==> config.mk <==
export PLATFORM = sky130hd
export DESIGN_NAME = multicycle_controller
export DESIGN_NICKNAME = d
export VERILOG_FILES = /design/src/rtl/rv_ctrl_pkg.sv /design/src/rtl/multicycle_controller_alu_decoder.sv /design/src/rtl/multicycle_controller.sv
export SDC_FILE = /design/constraint.sdc
export NUM_CORES = 1
export LEC_CHECK = 0
export ABC_AREA = 1
export ABC_CLOCK_PERIOD_IN_PS = 2500
export BUFFER_PORTS_ARGS = -buffer_cell sky130_fd_sc_hd__clkbuf_2
export CAP_MARGIN = 20
export CORE_ASPECT_RATIO = 2
export CORE_MARGIN = 2
export CORE_UTILIZATION = 49
export DETAILED_ROUTE_END_ITERATION = 16
export PLACE_DENSITY = 0.77
export REMOVE_ABC_BUFFERS = 1
export SYNTH_ARGS = -nofsm -noshare
export SYNTH_HDL_FRONTEND = slang
export SYNTH_SLANG_ARGS = --single-unit
==> constraint.sdc <==
create_clock -name clk -period 2.5 [get_ports clk]
set_input_delay 0.125 -clock clk [delete_from_list [all_inputs] [get_ports clk]]
set_output_delay 0.125 -clock clk [all_outputs]
set_load 0.1 [all_outputs]
==> src/rtl/rv_ctrl_pkg.sv <==
// Shared definitions for the RV32I control path.
//   - Base opcodes (instruction[6:0]) for every supported instruction class
//   - alu_op_e     : ALUctrl encoding understood by the datapath ALU
//   - wb_sel_e     : register-file write-back source select
//   - state_e      : multi-cycle sequencer states
//   - trap_cause_e : reason the sequencer stopped in TRAP
package rv_ctrl_pkg;

    localparam logic [6:0] OP_R      = 7'b0110011;
    localparam logic [6:0] OP_I      = 7'b0010011;
    localparam logic [6:0] OP_LOAD   = 7'b0000011;
    localparam logic [6:0] OP_STORE  = 7'b0100011;
    localparam logic [6:0] OP_BRANCH = 7'b1100011;
    localparam logic [6:0] OP_JAL    = 7'b1101111;
    localparam logic [6:0] OP_JALR   = 7'b1100111;
    localparam logic [6:0] OP_LUI    = 7'b0110111;
    localparam logic [6:0] OP_AUIPC  = 7'b0010111;

    typedef enum logic [3:0] {
        ALU_ADD    = 4'd0,
        ALU_SUB    = 4'd1,
        ALU_SLL    = 4'd2,
        ALU_SLT    = 4'd3,
        ALU_XOR    = 4'd4,
        ALU_SLTU   = 4'd5,
        ALU_SRL    = 4'd6,
        ALU_SRA    = 4'd7,
        ALU_OR     = 4'd8,
        ALU_AND    = 4'd9,
        ALU_PASS_B = 4'd10
    } alu_op_e;

    typedef enum logic [1:0] {
        WB_PC4 = 2'b00,
        WB_ALU = 2'b01,
        WB_MEM = 2'b10
    } wb_sel_e;

    typedef enum logic [2:0] {
        S_FETCH,
        S_DECODE,
        S_EXEC,
        S_MEM,
        S_WB,
        S_TRAP
    } state_e;

    typedef enum logic [1:0] {
        TRAP_NONE    = 2'b00,
        TRAP_ILLEGAL = 2'b01,
        TRAP_IMEM    = 2'b10,
        TRAP_DMEM    = 2'b11
    } trap_cause_e;

endpackage

==> src/rtl/multicycle_controller_alu_decoder.sv <==
// alu_decoder: combinational opcode/func3/func7[30] -> ALUctrl decode, shared
// by the single-cycle and multi-cycle controllers.
//   opcode    in  7  instruction[6:0]
//   func3     in  3  instruction[14:12]
//   func7_b30 in  1  instruction[30] (SUB / SRA selector)
//   alu_ctrl  out 4  ALU operation
//   illegal   out 1  unknown opcode or bad use of bit 30
// The remaining func7 bits are checked by the caller.
module alu_decoder
    import rv_ctrl_pkg::*;
(
    input  logic [6:0] opcode,
    input  logic [2:0] func3,
    input  logic       func7_b30,
    output alu_op_e    alu_ctrl,
    output logic       illegal
);

    // NOTE: every output gets a default before the case so no path leaves
    // it unassigned, which would otherwise infer a latch.
    always_comb begin
        alu_ctrl = ALU_ADD;
        illegal  = 1'b0;
        case (opcode)
            OP_R, OP_I: begin
                case (func3)
                    3'b000:  alu_ctrl = (opcode == OP_R && func7_b30) ? ALU_SUB : ALU_ADD;
                    3'b001:  alu_ctrl = ALU_SLL;
                    3'b010:  alu_ctrl = ALU_SLT;
                    3'b011:  alu_ctrl = ALU_SLTU;
                    3'b100:  alu_ctrl = ALU_XOR;
                    3'b101:  alu_ctrl = func7_b30 ? ALU_SRA : ALU_SRL;
                    3'b110:  alu_ctrl = ALU_OR;
                    default: alu_ctrl = ALU_AND;
                endcase
                // Bit 30 is only meaningful for SUB and SRA(I); in OP-IMM it is
                // immediate data except for the shift encodings.
                if (opcode == OP_R && func7_b30 && func3 != 3'b000 && func3 != 3'b101)
                    illegal = 1'b1;
                if (opcode == OP_I && func7_b30 && func3 == 3'b001)
                    illegal = 1'b1;
            end
            OP_LUI:  alu_ctrl = ALU_PASS_B;
            OP_LOAD, OP_STORE, OP_BRANCH, OP_JAL, OP_JALR, OP_AUIPC:
                     alu_ctrl = ALU_ADD;
            default: illegal = 1'b1;   // includes opcode[1:0] != 2'b11
        endcase
    end

endmodule

==> src/rtl/multicycle_controller.sv <==
// multicycle_controller: FETCH/DECODE/EXEC/MEM/WB sequencer for the multi-cycle
// RV32I core, with req/ack memory handshakes, traps and an instret counter.
//   clk, rst                         clock, synchronous active-high reset
//   instruction, b_taken             IR contents, branch comparator result
//   imem_ack, dmem_ack               memory handshake completions
//   imem_req, ir_wr                  instruction fetch request, IR load
//   dmem_req, mem_wr, load_ctrl      data access request, write, func3
//   ALUctrl, A_sel, B_sel            ALU operation and operand selects
//   wb_sel, reg_wr                   write-back source, register write
//   pc_wr, PC_sel                    PC update enable and source
//   halted, trap_cause               TRAP indication and cause
//   instret                          retired-instruction count
module multicycle_controller
    import rv_ctrl_pkg::*;
#(
    parameter int TIMEOUT   = 16,
    parameter int INSTRET_W = 32
) (
    input  logic                 clk,
    input  logic                 rst,
    input  logic [31:0]          instruction,
    input  logic                 b_taken,
    input  logic                 imem_ack,
    input  logic                 dmem_ack,
    output logic                 imem_req,
    output logic                 ir_wr,
    output logic                 dmem_req,
    output logic                 mem_wr,
    output logic [2:0]           load_ctrl,
    output logic [3:0]           ALUctrl,
    output logic                 A_sel,
    output logic                 B_sel,
    output logic [1:0]           wb_sel,
    output logic                 reg_wr,
    output logic                 pc_wr,
    output logic                 PC_sel,
    output logic                 halted,
    output logic [1:0]           trap_cause,
    output logic [INSTRET_W-1:0] instret
);

    localparam int              WAIT_W     = $clog2(TIMEOUT);
    localparam logic [WAIT_W-1:0] WAIT_LIMIT = WAIT_W'(TIMEOUT - 1);

    state_e                 state, state_nxt;
    trap_cause_e            cause_q, cause_nxt;
    logic [WAIT_W-1:0]      wait_cnt;
    logic [INSTRET_W-1:0]   instret_q;

    logic [6:0] opcode;
    logic [2:0] func3;
    alu_op_e    dec_alu;
    logic       dec_illegal, func7_bad, illegal;
    logic       cls_a_sel, cls_b_sel, is_store;

    assign opcode   = instruction[6:0];
    assign func3    = instruction[14:12];
    assign is_store = (opcode == OP_STORE);

    // Register fields are consumed by the datapath, not by the sequencer.
    logic unused_instr_bits;
    assign unused_instr_bits = ^{instruction[24:15], instruction[11:7]};

    alu_decoder u_alu_decoder (
        .opcode    (opcode),
        .func3     (func3),
        .func7_b30 (instruction[30]),
        .alu_ctrl  (dec_alu),
        .illegal   (dec_illegal)
    );

    // Apart from bit 30, func7 must be zero for R-type and for the shift
    // immediates; other OP-IMM encodings carry immediate bits there.
    always_comb begin
        func7_bad = 1'b0;
        if (opcode == OP_R || (opcode == OP_I && func3 inside {3'b001, 3'b101}))
            func7_bad = |{instruction[31], instruction[29:25]};
    end

    assign illegal   = dec_illegal | func7_bad;
    // Operand A is rs1 except for PC-relative classes; B is rs2 only for R-type.
    assign cls_a_sel = opcode inside {OP_R, OP_I, OP_JALR, OP_LOAD, OP_STORE};
    assign cls_b_sel = (opcode != OP_R);

    logic       imem_req_c, ir_wr_c, dmem_req_c, mem_wr_c, reg_wr_c, pc_wr_c, pc_sel_c;
    logic       a_sel_c, b_sel_c, halted_c;
    logic [2:0] load_ctrl_c;
    alu_op_e    alu_c;
    wb_sel_e    wb_c;

    always_comb begin
        state_nxt   = state;
        cause_nxt   = cause_q;
        imem_req_c  = 1'b0;
        ir_wr_c     = 1'b0;
        dmem_req_c  = 1'b0;
        mem_wr_c    = 1'b0;
        reg_wr_c    = 1'b0;
        pc_wr_c     = 1'b0;
        pc_sel_c    = 1'b0;
        a_sel_c     = 1'b0;
        b_sel_c     = 1'b0;
        halted_c    = 1'b0;
        load_ctrl_c = 3'b000;
        alu_c       = ALU_ADD;
        wb_c        = WB_PC4;

        case (state)
            S_FETCH: begin
                imem_req_c = 1'b1;
                // An ack on the limit cycle still completes the fetch.
                if (imem_ack) begin
                    ir_wr_c   = 1'b1;
                    state_nxt = S_DECODE;
                end else if (wait_cnt == WAIT_LIMIT) begin
                    state_nxt = S_TRAP;
                    cause_nxt = TRAP_IMEM;
                end
            end
            S_DECODE: begin
                if (illegal) begin
                    state_nxt = S_TRAP;
                    cause_nxt = TRAP_ILLEGAL;
                end else begin
                    state_nxt = S_EXEC;
                end
            end
            S_EXEC: begin
                alu_c   = dec_alu;
                a_sel_c = cls_a_sel;
                b_sel_c = cls_b_sel;
                case (opcode)
                    OP_JAL, OP_JALR: begin
                        reg_wr_c  = 1'b1;
                        wb_c      = WB_PC4;
                        pc_wr_c   = 1'b1;
                        pc_sel_c  = 1'b1;
                        state_nxt = S_FETCH;
                    end
                    OP_BRANCH: begin
                        pc_wr_c   = 1'b1;
                        pc_sel_c  = b_taken;
                        state_nxt = S_FETCH;
                    end
                    OP_LOAD, OP_STORE: state_nxt = S_MEM;
                    default: begin   // R, I, LUI, AUIPC
                        reg_wr_c  = 1'b1;
                        wb_c      = WB_ALU;
                        pc_wr_c   = 1'b1;
                        state_nxt = S_FETCH;
                    end
                endcase
            end
            S_MEM: begin
                alu_c       = dec_alu;
                a_sel_c     = cls_a_sel;
                b_sel_c     = cls_b_sel;
                dmem_req_c  = 1'b1;
                mem_wr_c    = is_store;
                load_ctrl_c = func3;
                if (dmem_ack) begin
                    if (is_store) begin
                        pc_wr_c   = 1'b1;
                        state_nxt = S_FETCH;
                    end else begin
                        state_nxt = S_WB;
                    end
                end else if (wait_cnt == WAIT_LIMIT) begin
                    state_nxt = S_TRAP;
                    cause_nxt = TRAP_DMEM;
                end
            end
            S_WB: begin
                alu_c       = dec_alu;
                a_sel_c     = cls_a_sel;
                b_sel_c     = cls_b_sel;
                load_ctrl_c = func3;
                reg_wr_c    = 1'b1;
                wb_c        = WB_MEM;
                pc_wr_c     = 1'b1;
                state_nxt   = S_FETCH;
            end
            S_TRAP:  halted_c  = 1'b1;
            default: state_nxt = S_TRAP;
        endcase
    end

    // NOTE: state registers use non-blocking assignments so every flop
    // samples pre-edge values regardless of statement order.
    always_ff @(posedge clk) begin
        if (rst) begin
            state     <= S_FETCH;
            cause_q   <= TRAP_NONE;
            wait_cnt  <= '0;
            instret_q <= '0;
        end else begin
            state   <= state_nxt;
            cause_q <= cause_nxt;
            // Every entry into FETCH or MEM is a state change, so clearing on
            // any transition restarts the handshake timer.
            if (state_nxt != state)
                wait_cnt <= '0;
            else if (state == S_FETCH || state == S_MEM)
                wait_cnt <= wait_cnt + WAIT_W'(1);
            if (pc_wr_c)
                instret_q <= instret_q + INSTRET_W'(1);
        end
    end

    // Strobes and selects are forced low while reset is asserted, whatever
    // state the register still holds.
    assign imem_req   = imem_req_c & ~rst;
    assign ir_wr      = ir_wr_c    & ~rst;
    assign dmem_req   = dmem_req_c & ~rst;
    assign mem_wr     = mem_wr_c   & ~rst;
    assign reg_wr     = reg_wr_c   & ~rst;
    assign pc_wr      = pc_wr_c    & ~rst;
    assign PC_sel     = pc_sel_c   & ~rst;
    assign A_sel      = a_sel_c    & ~rst;
    assign B_sel      = b_sel_c    & ~rst;
    assign halted     = halted_c   & ~rst;
    assign load_ctrl  = rst ? 3'b000 : load_ctrl_c;
    assign ALUctrl    = rst ? 4'd0   : alu_c;
    assign wb_sel     = rst ? 2'b00  : wb_c;
    assign trap_cause = cause_q;
    assign instret    = instret_q;

endmodule

# Word level (Yosys, flattened, before mapping)
# Index checks and enable logic that the tools add are counted.
[word_totals] register_bits=41 input_bits=37 word_cells=116
[op_classes] n_addsub=2 n_eq_ne=29 mux=44 bitwise_logic=12 reduce_logical=25
[op_table] operator="adder 32 x 1 -> 32 bit, second input constant" count=1
[op_table] operator="case mux 4 bit (7 select lines)" count=1
[op_table] operator="equality test 7 x 6 -> 1 bit, second input constant" count=3
[op_table] operator="equality test 7 bit, second input constant" count=3
[op_table] operator="2-to-1 mux 3 bit" count=7
[op_table] operator="2-to-1 mux 1 bit" count=19
[op_table] operator="case mux 3 bit (6 select lines)" count=1
[op_table] operator="equality test 3 bit, second input constant" count=5
[op_table] operator="equality test 7 x 5 -> 1 bit, second input constant" count=2
[op_table] operator="2-to-1 mux 2 bit" count=7
[op_table] operator="equality test 3 x 2 -> 1 bit, second input constant" count=4
[op_table] operator="AND 1 bit" count=10
[op_table] operator="!= test 2 bit, second input constant" count=5
[op_table] operator="OR reduction 2 bit" count=5
[op_table] operator="2-to-1 mux 4 bit" count=2
[op_table] operator="case mux 4 bit (2 select lines)" count=1
[op_table] operator="equality test 7 x 2 -> 1 bit, second input constant" count=1
[op_table] operator="!= test 7 x 6 -> 1 bit, second input constant" count=1
[op_table] operator="OR reduction 7 bit" count=1
[op_table] operator="equality test 3 x 1 -> 1 bit, second input constant" count=2
[op_table] operator="logical AND 1 bit" count=6
[op_table] operator="logical NOT 3 bit" count=2
[op_table] operator="case mux 1 bit (2 select lines)" count=3
[op_table] operator="case mux 2 bit (3 select lines)" count=1
[op_table] operator="16 further kinds" count=19

# Longest topological paths before layout
[logic_depth] ltp_word=12 ltp_mapped=13 mapped_depth_nobuf=13

# Modules after synthesis
# Synthesis repeated with hierarchy kept, for this count alone.
[unflattened] cells_unflattened=478 hier_area_um2=2955.3
[by_module_without_submodules] mod="multicycle_controller" n_inst=1 cells_each=436 area_each_um2=2762.6 seq_area_each_um2=820.8
[by_module_without_submodules] mod="alu_decoder" n_inst=1 cells_each=42 area_each_um2=192.7 seq_area_each_um2=0.0

# Worst setup path after synthesis
# Ideal clock, no wire load.
[synth_timing] path_kind="reg-to-output" startpoint="register state[1]" endpoint="output ALUctrl[2]" arrival_time_ns=5.610 t_required_ns=2.375 slack_ns=-3.235 stages_incl_launch_ff=8 cell_sequence="dfxtp_1 inv_2 nand2_1 nor2_2 inv_1 nand2_1 nand2_1 a2111oi_0"
[synth_via] elab_chain_len=4 elab_cells_between_ends=6 cone_classes="eq/ne (3); mux (2); reduce/logical (1)"
[synth_lines] item="from (decl)" line="multicycle_controller.sv:45" text="state_e state, state_nxt;"
[synth_lines] item="from (signal assigned)" line="multicycle_controller.sv:197" text="state <= state_nxt;"
[synth_lines] item="equality test 3 x 2 -> 1 bit or equality test 3 bit (tied branches)" line="multicycle_controller.sv:108" text="case (state)"
[synth_lines] item="OR reduction 3 bit (no source line) *"
[synth_lines] item="2-to-1 mux 4 bit *" line="multicycle_controller.sv:108"
[synth_lines] item="2-to-1 mux 4 bit *" line="multicycle_controller.sv:223" text="assign ALUctrl = rst ? 4'd0 : alu_c;"
[synth_lines] item="to (decl)" line="multicycle_controller.sv:30" text="output logic [3:0] ALUctrl,"
# Every way passes the cells marked *; elsewhere a longest branch is shown, timed or not.

# Final worst setup path
[layout_timing] startpoint="register state[0]" endpoint="output ALUctrl[2]"
# Same word-level chain as after synthesis.

==> results.json <==
{
  "ys_warn_count": 0,
  "relSlewSlack": 0.627,
  "postRouteAntennaNets": 0,
  "p_int_mw": 1.22,
  "wl_um": 8780,
  "dpl_cell_area_um2": 3330,
  "die_y_um": 113,
  "crit_top_cell": "nand2_1",
  "yosysTopAreaCellShare": 0.283,
  "finalClockSkew_ps": 5.74,
  "root_buffer": "clkbuf_16",
  "rows": 39,
  "crit_type": "reg -> out",
  "synth_area_leaders": "dfxtp_1, nand2_1, a21oi_1, inv_1, nor2_1",
  "timing.fmax_mhz": 428,
  "end_kind": "output pin",
  "r2r_start": "state[0]",
  "postLayoutCellArea_um2": 3490,
  "required_ps": 2380,
  "met2_usage": 0.513,
  "die_area_um2": 6590,
  "rsz0062_at_grt": "no",
  "finalSetupViolCount": 0,
  "switching_power_mw": 0.707,
  "dp_hpwl_um": 7000,
  "fin_nets": 571,
  "antenna_found_initial": 0,
  "worstPathMaxFanout": 6,
  "hp-class": "in -> reg",
  "report.final.hold_viol_count": 0,
  "seq_power_share": 0.367,
  "ys_top_cells_by_count": "nand2_1, inv_1, nor2_1",
  "crit_start": "state[0]",
  "clockPowerShare": 0.353,
  "dp.cells": 586,
  "cellLeakagePower_nw": 1.57,
  "die_width_um": 58.4,
  "path_clk_slew_ps": 60,
  "start_util": 0.508,
  "avgSynthCellArea_um2": 6.32,
  "io_pins": 90,
  "core_um2": 5710,
  "fin_crit_sh": 0.934,
  "grt-ovfl-total": 0,
  "finalCriticalPeriod_ps": 2340,
  "h-tree-depth": 2,
  "syn_area_um2": 2900,
  "use_met3": 0.0389,
  "r2r_slack_ps": 530,
  "drc": 0,
  "synth_top_area_cell": "dfxtp_1",
  "vdd_drop_max_uv": 563,
  "cp-endpoint": "ALUctrl[2]",
  "grt_use_met1": 0.242,
  "total_power_mw": 1.93,
  "grt_pass1_wl_um": 13800,
  "holdWs_ps": 270,
  "cp-start-kind": "flip-flop",
  "drive_above_1_share": 0.225,
  "port_buffers": 74,
  "tightest_slew_ps": 554,
  "cap_violations": 0,
  "p_comb_frac": 0.280,
  "utilization": 0.612,
  "firstDrtPassIters": 4,
  "wl_per_cell_um": 14.8,
  "grt_pass1_vias": 3118,
  "grtUsageTotal": 0.272,
  "place_congestion": 0.948,
  "grt_max_degree": 23,
  "path_cells": "inv_2, nand2_1, nor2_2, inv_1, nand2_1, nand2_1, a2111oi_0, buf_4",
  "num_vias": 3321,
  "synth_edf_count": 0,
  "ys.flop_type": "dfxtp_1",
  "r2r_cells": 10,
  "drt_iter0_markers": 170,
  "netlist_instances": 459,
  "yosysMostFrequentCell": "nand2_1",
  "busiest_layer": "met2",
  "postSynth.asyncResetShare": 0,
  "drv_slew": 0,
  "routed_via_density": 5.59,
  "diodes": 0,
  "cts_tree": "yes",
  "clk_latency_ps": 290,
  "ys_seq_area_frac": 0.283,
  "cts_sinks": 41,
  "ys_ff_latch": 41,
  "p_sw_frac": 0.367,
  "cts_made_buffers": 5,
  "syn2layout_area_growth_pct": 20.3,
  "ys_types": 39,
  "finalNonFillerCells": 594,
  "status": "finished, final reports clean",
  "power_density_nw_per_um2": 552,
  "r2r-end": "instret[30]",
  "clockBufferDepth": 2,
  "slowest_stage": "dfxtp_1",
  "cpPeakStageDelay_ps": 370,
  "worstPathArrival_ps": 2210,
  "holdBufCountCts": 0
}
layout by cell type (no fill, tap or decap), types with 6 or more instances in the layout:
cell / synthesis / final
xnor2_1: 11 / 11
nor2_1: 46 / 46
dfxtp_1: 41 / 41
nor3_1: 31 / 31
clkbuf_2: 0 / 71
o21ai_0: 7 / 7
nand3_1: 23 / 23
inv_1: 46 / 46
nand4_1: 12 / 12
a21oi_1: 39 / 39
inv_2: 6 / 6
nand2_2: 7 / 7
nand2_1: 123 / 123
buf_4: 3 / 6
xor2_1: 11 / 11
power by group through the flow:
stage / combinational [mW] / clock, mW / sequential (mW)
finish: 0.540 / 0.680 / 0.706
global route: 0.581 / 0.722 / 0.709
CTS: 0.542 / 0.692 / 0.705
detailed placement: 0.541 / 0 / 0.720
global placement: 0.537 / 0 / 0.719
floorplan: 0.316 / 0 / 0.800
worst max-delay path, delay by kind of cell, from the launching register on:
kind	cells	cell delay, ps
buffers and inverters	3	630
and+or+nand+nor	4	570
DFF	1	370
AOI/OAI and AO/OA	1	350
stage by stage:
| step | setup WS, ps | TNS, ps |
|---|---|---|
| 2_1_floorplan | -3230 | -7340 |
| 3_3_place_gp | 394 | 0 |
| 3_5_place_dp | 394 | 0 |
| 4_1_cts | 64.4 | 0 |
| 5_1_grt | 4.90 | 0 |
| 6_report | 164 | 0 |
how the worst min path moves through the flow:
stage | cells past startpoint | slack, ps | end | startpoint
after floorplan | 1 | 190 | instret[10] | rst
after global placement | 2 | 440 | trap_cause[0] | trap_cause[0]
after detailed placement | 2 | 450 | trap_cause[0] | trap_cause[0]
after CTS | 5 | 260 | trap_cause[0] | imem_ack
after global routing | 5 | 310 | trap_cause[0] | imem_ack
final | 5 | 270 | trap_cause[0] | imem_ack
cell families (layout without fill, tap and decap cells):
family | count (synthesis) | count (layout) | share of synthesized area
and+or+nand+nor | 268 | 268 | 0.435
adders and majority gates | 2 | 2 | 0.00862
AOI/OAI and AO/OA | 59 | 59 | 0.110
muxes | 1 | 1 | 0.00345
xor gates and xnor gates | 22 | 22 | 0.0664
buffers and inverters | 66 | 140 | 0.0935
DFF | 41 | 41 | 0.283
metal layers:
layer  vias to the layer above  routed length [um]
met3                        42                 383
met5                         -                   0
met4                         0                 661
met1                      1505                2820
li1                       1648                   -
met2                       126                4920
flip-flops by register name, summed over array words and instances, names as in the netlist:
signal	flops
trap_cause	2
state	3
wait_cnt	4
instret	32
layout make-up:
type / instances / area, um^2
clock buffers: 7 / 153
clock inverters: 1 / 5.00
fillers: 562 / 2220
inverters: 53 / 199
multi-input cells: 352 / 1810
flip-flops and latches: 41 / 821
well taps: 61 / 76.3
repair buffers: 79 / 428
what timing repair did:
item                       CTS  global route
gates resized for setup      0             2
setup endpoints to repair    0             1
setup buffers                0             0
Power figures use the tool's default switching activity.
